File: config.mk
export PLATFORM = sky130hd
export DESIGN_NAME = mem_port_arbiter
export DESIGN_NICKNAME = d
export VERILOG_FILES = /design/src/rtl/mem_port_arbiter.sv
export SDC_FILE = /design/constraint.sdc
export NUM_CORES = 1
export LEC_CHECK = 0
export ABC_CLOCK_PERIOD_IN_PS = 4400
export CAP_MARGIN = 25
export CORE_AREA = 4 4 120 122
export DETAILED_ROUTE_END_ITERATION = 12
export DIE_AREA = 0 0 124 126
export MAX_ROUTING_LAYER = met4
export PLACE_DENSITY_LB_ADDON = 0.25
export RECOVER_POWER = 50
export SETUP_SLACK_MARGIN = 0.2
export SYNTH_ARGS = -nofsm -noshare
export SYNTH_HDL_FRONTEND = slang
export SYNTH_SLANG_ARGS = --single-unit
File: constraint.sdc
create_clock -name i_clk -period 4.4 [get_ports i_clk]
set_clock_uncertainty 0.2 [all_clocks]
set_input_delay 0.88 -clock i_clk [delete_from_list [all_inputs] [get_ports i_clk]]
set_output_delay 0.88 -clock i_clk [all_outputs]
set_load 0.02 [all_outputs]
File: src/rtl/mem_port_arbiter.sv
// mem_port_arbiter: shares one single-port RAM between the instruction fetch
// port (read-only) and the data port (read/write). The data port normally wins;
// a saturating starvation counter lets a waiting fetch through after MAX_WAIT
// lost arbitrations. Writes finish in the grant cycle. Reads hold the RAM
// address for RAM_LAT cycles, then pulse the owner's valid for one cycle.
module mem_port_arbiter #(
  parameter int ADDR_W   = 32,
  parameter int DATA_W   = 32,
  parameter int RAM_LAT  = 1,
  parameter int MAX_WAIT = 4
) (
  input  logic              i_clk,
  input  logic              i_rst,
  input  logic              i_i_req,
  input  logic [ADDR_W-1:0] i_i_addr,
  output logic [DATA_W-1:0] o_i_rdata,
  output logic              o_i_valid,
  output logic              o_i_stall,
  input  logic              i_d_req,
  input  logic              i_d_we,
  input  logic [ADDR_W-1:0] i_d_addr,
  input  logic [DATA_W-1:0] i_d_wdata,
  output logic [DATA_W-1:0] o_d_rdata,
  output logic              o_d_valid,
  output logic              o_d_stall,
  output logic [ADDR_W-1:0] o_ram_addr,
  output logic [DATA_W-1:0] o_ram_wdata,
  output logic              o_ram_we,
  input  logic [DATA_W-1:0] i_ram_rdata
);

  // The +2 keeps both counters at least one bit wide, even for MAX_WAIT=0.
  localparam int LAT_W  = $clog2(RAM_LAT + 2);
  localparam int WCNT_W = $clog2(MAX_WAIT + 2);
  localparam logic [LAT_W-1:0]  LAT_LOAD = LAT_W'(RAM_LAT);
  localparam logic [WCNT_W-1:0] WCNT_MAX = WCNT_W'(MAX_WAIT);

  typedef enum logic {S_IDLE, S_RD_WAIT} state_t;

  state_t              state_q;
  logic                owner_q;     // 1 = data port owns the read in flight
  logic [LAT_W-1:0]    lat_q;
  logic [WCNT_W-1:0]   wcnt_q;
  logic [ADDR_W-1:0]   addr_q;
  logic [DATA_W-1:0]   i_rdata_q;
  logic [DATA_W-1:0]   d_rdata_q;
  logic                i_valid_q;
  logic                d_valid_q;

  logic is_idle, i_elig, d_elig, grant_i, grant_d, d_wr;

  // A port is eligible when it requests and is not already being answered.
  // The data port wins unless fetch has been passed over MAX_WAIT times.
  always_comb begin
    is_idle = (state_q == S_IDLE);
    i_elig  = i_i_req & ~i_valid_q;
    d_elig  = i_d_req & ~d_valid_q;
    grant_i = is_idle & i_elig & (~d_elig | (wcnt_q == WCNT_MAX));
    grant_d = is_idle & d_elig & ~grant_i;
    d_wr    = grant_d & i_d_we;
  end

  // RAM address: the winner's address in the grant cycle, otherwise the latched one.
  always_comb begin
    o_ram_addr = addr_q;
    if (grant_i)      o_ram_addr = i_i_addr;
    else if (grant_d) o_ram_addr = i_d_addr;
  end

  assign o_ram_wdata = i_d_wdata;
  assign o_ram_we    = d_wr & ~i_rst;
  assign o_i_stall   = i_i_req & ~i_valid_q;
  assign o_d_stall   = i_d_req & ~d_valid_q & ~d_wr;
  assign o_i_rdata   = i_rdata_q;
  assign o_d_rdata   = d_rdata_q;
  assign o_i_valid   = i_valid_q;
  assign o_d_valid   = d_valid_q;

  // Arbitration FSM: start reads, count down the RAM latency, capture the
  // read data and track fetch starvation.
  always_ff @(posedge i_clk or posedge i_rst) begin
    if (i_rst) begin
      state_q   <= S_IDLE;
      owner_q   <= 1'b0;
      lat_q     <= '0;
      wcnt_q    <= '0;
      addr_q    <= '0;
      i_rdata_q <= '0;
      d_rdata_q <= '0;
      i_valid_q <= 1'b0;
      d_valid_q <= 1'b0;
    end else begin
      i_valid_q <= 1'b0;
      d_valid_q <= 1'b0;
      case (state_q)
        S_IDLE: begin
          if (grant_i)
            wcnt_q <= '0;
          else if (grant_d && i_elig && (wcnt_q != WCNT_MAX))
            wcnt_q <= wcnt_q + 1'b1;
          if (grant_i || (grant_d && !i_d_we)) begin
            addr_q  <= grant_i ? i_i_addr : i_d_addr;
            owner_q <= grant_d;
            lat_q   <= LAT_LOAD;
            state_q <= S_RD_WAIT;
          end
        end
        S_RD_WAIT: begin
          lat_q <= lat_q - 1'b1;
          if (lat_q == LAT_W'(1)) begin
            state_q <= S_IDLE;
            // Data is always captured; valid only if the requester is still asking.
            if (owner_q) begin
              d_rdata_q <= i_ram_rdata;
              d_valid_q <= i_d_req;
            end else begin
              i_rdata_q <= i_ram_rdata;
              i_valid_q <= i_i_req;
            end
          end
        end
        default: state_q <= S_IDLE;
      endcase
    end
  end

endmodule
* Word level (Yosys, flattened, before mapping) *
Cells that the tools add are included.
Widths: inputs -> output; s select.

cells by class
  $add $sub $neg = 2
  equality and inequality tests = 4
  mux-type cells = 16
  bitwise gates (word level) = 18
  reductions and logical operators = 10

operator list
  operator             number
  $mux 32              3
  $and 1x1->1          9
  $mux 1               8
  $not 1->1            8
  $mux 3               2
  $reduce_and 3->1     2
  $pmux 2 s2           1
  $reduce_and 2->1     2
  $add 3x1->3 const B  1
  $eq 3x3->1 const B   1
  $logic_and 1x1->1    3
  $ne 3x3->1 const B   1
  $eq 2x1->1 const B   1
  $mux 2               1
  $ne 2x1->1 const B   1
  $pmux 1 s2           1
  $reduce_bool 2->1    1
  $sub 2x1->2 const B  1
  $logic_not 1->1      1
  $logic_or 1x1->1     1
  $or 1x1->1           1

word-level totals
  register bits after elaboration = 105
  input bits = 133
  output and inout port bits = 133
  logic and storage cells = 59

* Logic depth before layout (Yosys ltp) *
  depth after elaboration = 11
  mapped depth = 7

* Worst setup path after synthesis *
No wires, ideal clock.

  kind = in2out
  start point = in i_i_req
  end point = out o_ram_addr[13]
  arrival time = 2.064 ns
  setup slack = 1.256 ns
  stages = 5
  cells stage by stage = or3b_1 > a21o_1 > buf_2 > buf_6 > a31oi_1

on the way
  longest elaborated chain between the ends = 7

RTL lines
  what                         RTL line  text
  start: declaration           14        input logic i_i_req,
  $and 1x1->1 *                56        i_elig = i_i_req & ~i_valid_q;
  $and 1x1->1 * (2 in series)  58        grant_i = is_idle & i_elig & (~d_elig | (wcnt_q == WCNT_MAX));
  $not 1->1                    59        grant_d = is_idle & d_elig & ~grant_i;
  $and 1x1->1                  59
  $mux 32                      67        else if (grant_d) o_ram_addr = i_d_addr;
  $mux 32 *                    66        if (grant_i) o_ram_addr = i_i_addr;
  end: declaration             26        output logic [ADDR_W-1:0] o_ram_addr,

Mark *: on every way between the ends. The rest lies on a longest branch, timed or not.

* Worst setup path in the final report *
  start point = in i_i_req
  end point = out o_ram_addr[15]

The elaborated chain is that of the path after synthesis.

==> Implementation_results.wiki <==
{| class="wikitable"
! Metric !! Value
|-
| Number of standard cells after synthesis || 512
|-
| Layout overhead on the synthesized area || 40.9%
|-
| # Max-Cap Violations || 3
|-
| Internal power summed over all cells || 0.00360 W
|-
| Die Wd || 124 um
|-
| Drt drc || 0
|-
| Post-layout net count || 804
|-
| Final WL || 15.7 mm
|-
| RePlAce Congestion || 0.813
|-
| Count of nets left with antenna violations after detail routing || 0
|-
| Worst Path Required || 3.32 ns
|-
| Largest net degree at the start of global routing || 72
|-
| Leak || 3.24 nW
|-
| RSZ-0062 raised after global routing || yes
|-
| Max Clock Freq || 241 MHz
|-
| Die area || 15600 um2
|-
| Initial core utilization || 0.411
|-
| Number of ports placed on the die boundary || 266
|-
| Total count of max-transition violations in the final report || 119
|-
| Number of storage elements in the synthesis netlist || 105
|-
| Floorplan row count || 42
|-
| Cell types with the highest counts after synthesis || 133 x sky130_fd_sc_hd__nand2_1, 105 x sky130_fd_sc_hd__dfrtp_1, 65 x sky130_fd_sc_hd__a31oi_1, 35 x sky130_fd_sc_hd__mux2_2, 34 x sky130_fd_sc_hd__buf_4
|-
| Final clock period utilization by the worst path || 0.945
|-
| Max-slew headroom at the worst pin || -0.301
|-
| Clk Tree Root Cell || sky130_fd_sc_hd__clkbuf_16
|-
| Iteration count of the initial detailed-routing pass || 4
|-
| Multi-input logic area || 2250 um2
|-
| Largest cells by area after synthesis || sky130_fd_sc_hd__dfrtp_1 48%, sky130_fd_sc_hd__nand2_1 9.2%, sky130_fd_sc_hd__mux2_4 8.0%
|-
| Run status || finished, violations left
|-
| Worst setup EP type || output port
|-
| Netlist cell types || 33
|-
| Power density over the cells || 766 nW/um2
|-
| Synth top area share || 0.485
|-
| Syn_area_per_cell || 10.6 um2
|-
| Top-count cell post-synth || sky130_fd_sc_hd__nand2_1
|-
| Net switching power || 0.00224 W
|-
| Post-synthesis instance area || 5420 um2
|-
| Number of buffers and inverters on the critical path || 3
|-
| DRC marker count from the first detailed-route iteration || 247
|-
| Worst-path cell chain || clkdlybuf4s50_1 > or3b_1 > a21o_2 > buf_12 > a31oi_1 > clkdlybuf4s50_1
|-
| Fraction of layout instances using a drive strength above 1 || 0.152
|-
| Min Tclk post-route || 4.16 ns
|-
| Violations in the final reports || max-capacitance violations, max-slew violations
|-
| Logic depth of the worst path, buffers included || 6
|-
| Delay of the slowest cell on the worst path || 0.66 ns
|-
| Worst-skew pair later-pin latency || 0.34 ns
|-
| Top Family by Delay on Critical Path || buffers and inverters
|-
| Inst Count DP || 832
|-
| R2r startpoint || lat_q[0]
|-
| Sequential area share after synthesis || 0.485
|-
| Area inside the core boundary || 13200 um2
|-
| Synthesized net count || 648
|-
| Combinational group share of total power || 0.566
|-
| Power share of the clock group || 0.135
|-
| Startpoint type of the worst setup path || primary input
|-
| Hold crit path type || flop to flop
|-
| Share of synthesized flip-flops with an asynchronous set or reset || 1.00
|-
| Most prevalent standard cell on the critical path || sky130_fd_sc_hd__clkdlybuf4s50_1
|-
| Maximum fanout count along the critical path || 48
|-
| Endpoint arrival time on the critical path || 3.08 ns
|-
| Buffers inserted during post-CTS setup optimization || 0
|-
| IR Drop Worst-Case VDD || 461 uV
|-
| Core occupancy in the finished layout || 0.579
|-
| Number of flops mapped to enable cells by yosys || 0
|-
| Clock tree from TritonCTS || yes
|-
| CP max-delay cell || sky130_fd_sc_hd__clkdlybuf4s50_1
|-
| Count of endpoints failing setup in the final report || 0
|-
| Input/output buffers || 201
|-
| Clock sink count || 105
|-
| Cell count of the worst reg-to-reg path || 4
|-
| Hold path startpoint || o_d_rdata[13]
|-
| Overflow left after global routing || 0
|-
| Via count of the first global-routing pass || 4712
|-
| Setup Crit Path Kind || primary input to output port
|-
| Cts bufs inserted || 9
|-
| Post-route insts no fill || 849
|-
| First element of the critical path || i_i_req
|-
| Number of H-tree levels || 3
|-
| Net switching fraction of the power || 0.384
|-
| First-pass GRT wire length || 24.2 mm
|-
| Routed via count divided by cell count || 5.27
|-
| # fillers || 1102
|-
| Hold buffer count at cts || 0
|-
| Final hold viol count || 0
|-
| Half-perimeter wire length of the detailed placement result || 11.1 mm
|-
| Least-Margin Pin Slew || 1.95 ns
|-
| Initial antenna violation count || 1
|-
| Clock slew at the register clock pins of the worst setup and hold paths || 0.07 ns
|-
| Ys Warns || 0
|-
| Dominant synthesized flop cell || sky130_fd_sc_hd__dfrtp_1
|-
| Vias after detailed routing || 4472
|-
| Sequential share of power || 0.299
|-
| Yosys top cell by area || sky130_fd_sc_hd__dfrtp_1
|-
| Max clock buf depth || 2
|-
| Area taken by flip-flops and latches || 2630 um2
|-
| WL per Instance || 18.5 um
|-
| Overall global routing resource usage || 0.203
|-
| Total negative slack for setup checks || 0 ns
|-
| Hold Path Cell Cnt || 1
|-
| Vert. Die Dim || 126 um
|}
-- final cells by class --
class	count	share of cell area
diodes	1	0.000328
clock buffers	11	0.0305
clock inverters	4	0.00721
inverters	10	0.00508
multi-input cells	325	0.294
flip-flops and latches	105	0.344
well taps	176	0.0288
repair buffers	217	0.290
-- worst paths after layout --
path                             endpoint  slack (ns)
min in group asynchronous      addr_q[28]        0.70
max in group asynchronous        lat_q[1]        0.72
setup reg to reg            o_d_rdata[11]        1.51
setup / recovery           o_ram_addr[15]        0.24
hold reg to reg             o_d_rdata[13]        0.30
hold / removal              o_d_rdata[13]        0.30
-- power groups by stage --
stage          logic, W  registers (W)  clock network, W
5_1_grt         0.00353        0.00181          0.000857
4_1_cts         0.00334        0.00175          0.000817
3_3_place_gp    0.00326        0.00172                 0
3_5_place_dp    0.00333        0.00175                 0
2_1_floorplan   0.00161        0.00208                 0
6_report        0.00331        0.00175          0.000787
-- kinds of logic after synthesis --
group / Yosys count / synth area share
buffers and inverters: 82 / 0.104
AO/OA/AOI/OAI: 107 / 0.133
multiplexers: 64 / 0.153
adder cells (fa/ha/maj): 3 / 0.00693
AND/OR/NAND/NOR: 151 / 0.118
flip-flops: 105 / 0.485
-- stage by stage --
stage          setup slack [ns]  area, um2  total power [W]  hold slack [ns]
5_1_grt                   0.182       7630          0.00620            0.316
3_5_place_dp              0.154       7340          0.00508            0.293
4_1_cts                   0.201       7640          0.00590            0.309
6_report                  0.243       7630          0.00585            0.304
2_1_floorplan             0.559       5420          0.00369            0.275
3_3_place_gp              0.212       7300          0.00498            0.288
-- state kept, by name, indices dropped and copies added (netlist names) --
name and count:
o_d_rdata 32, owner_q 1, o_i_rdata 32, o_i_valid 1, o_d_valid 1, lat_q 2, state_q 1, addr_q 32
wcnt_q 3
-- layer usage --
metal  GRT usage  vias up  wire (um)
met3      0.0543       42       1210
met4      0.0876        0        484
li1            -     2071          -
met5           -        -          0
met1       0.228     2167       6150
met2       0.337      192       7820
-- layout by cell type, fill, tap and decap left out, types with 2 or more instances in the layout --
cell type and instances:
sky130_fd_sc_hd__clkdlybuf4s50_1 198, sky130_fd_sc_hd__nand2_1 133, sky130_fd_sc_hd__dfrtp_1 105, sky130_fd_sc_hd__a31oi_1 65, sky130_fd_sc_hd__mux2_2 35, sky130_fd_sc_hd__a211oi_1 31, sky130_fd_sc_hd__mux2_4 29, sky130_fd_sc_hd__inv_1 9
sky130_fd_sc_hd__clkbuf_16 9, sky130_fd_sc_hd__buf_4 7, sky130_fd_sc_hd__nor2_1 5, sky130_fd_sc_hd__buf_12 5, sky130_fd_sc_hd__ha_1 3, sky130_fd_sc_hd__clkbuf_1 3, sky130_fd_sc_hd__o21ai_0 2, sky130_fd_sc_hd__o31a_1 2
sky130_fd_sc_hd__clkinv_4 2, sky130_fd_sc_hd__dlymetal6s2s_1 2, sky130_fd_sc_hd__clkbuf_2 2
-- what timing repair did --
item	4_1_cts	5_1_grt
resized for setup	1	3
hold endpoints to repair	0	0
cloned	0	0
endpoints found under the setup margin	1	10
(Power assumes the default switching activity.)
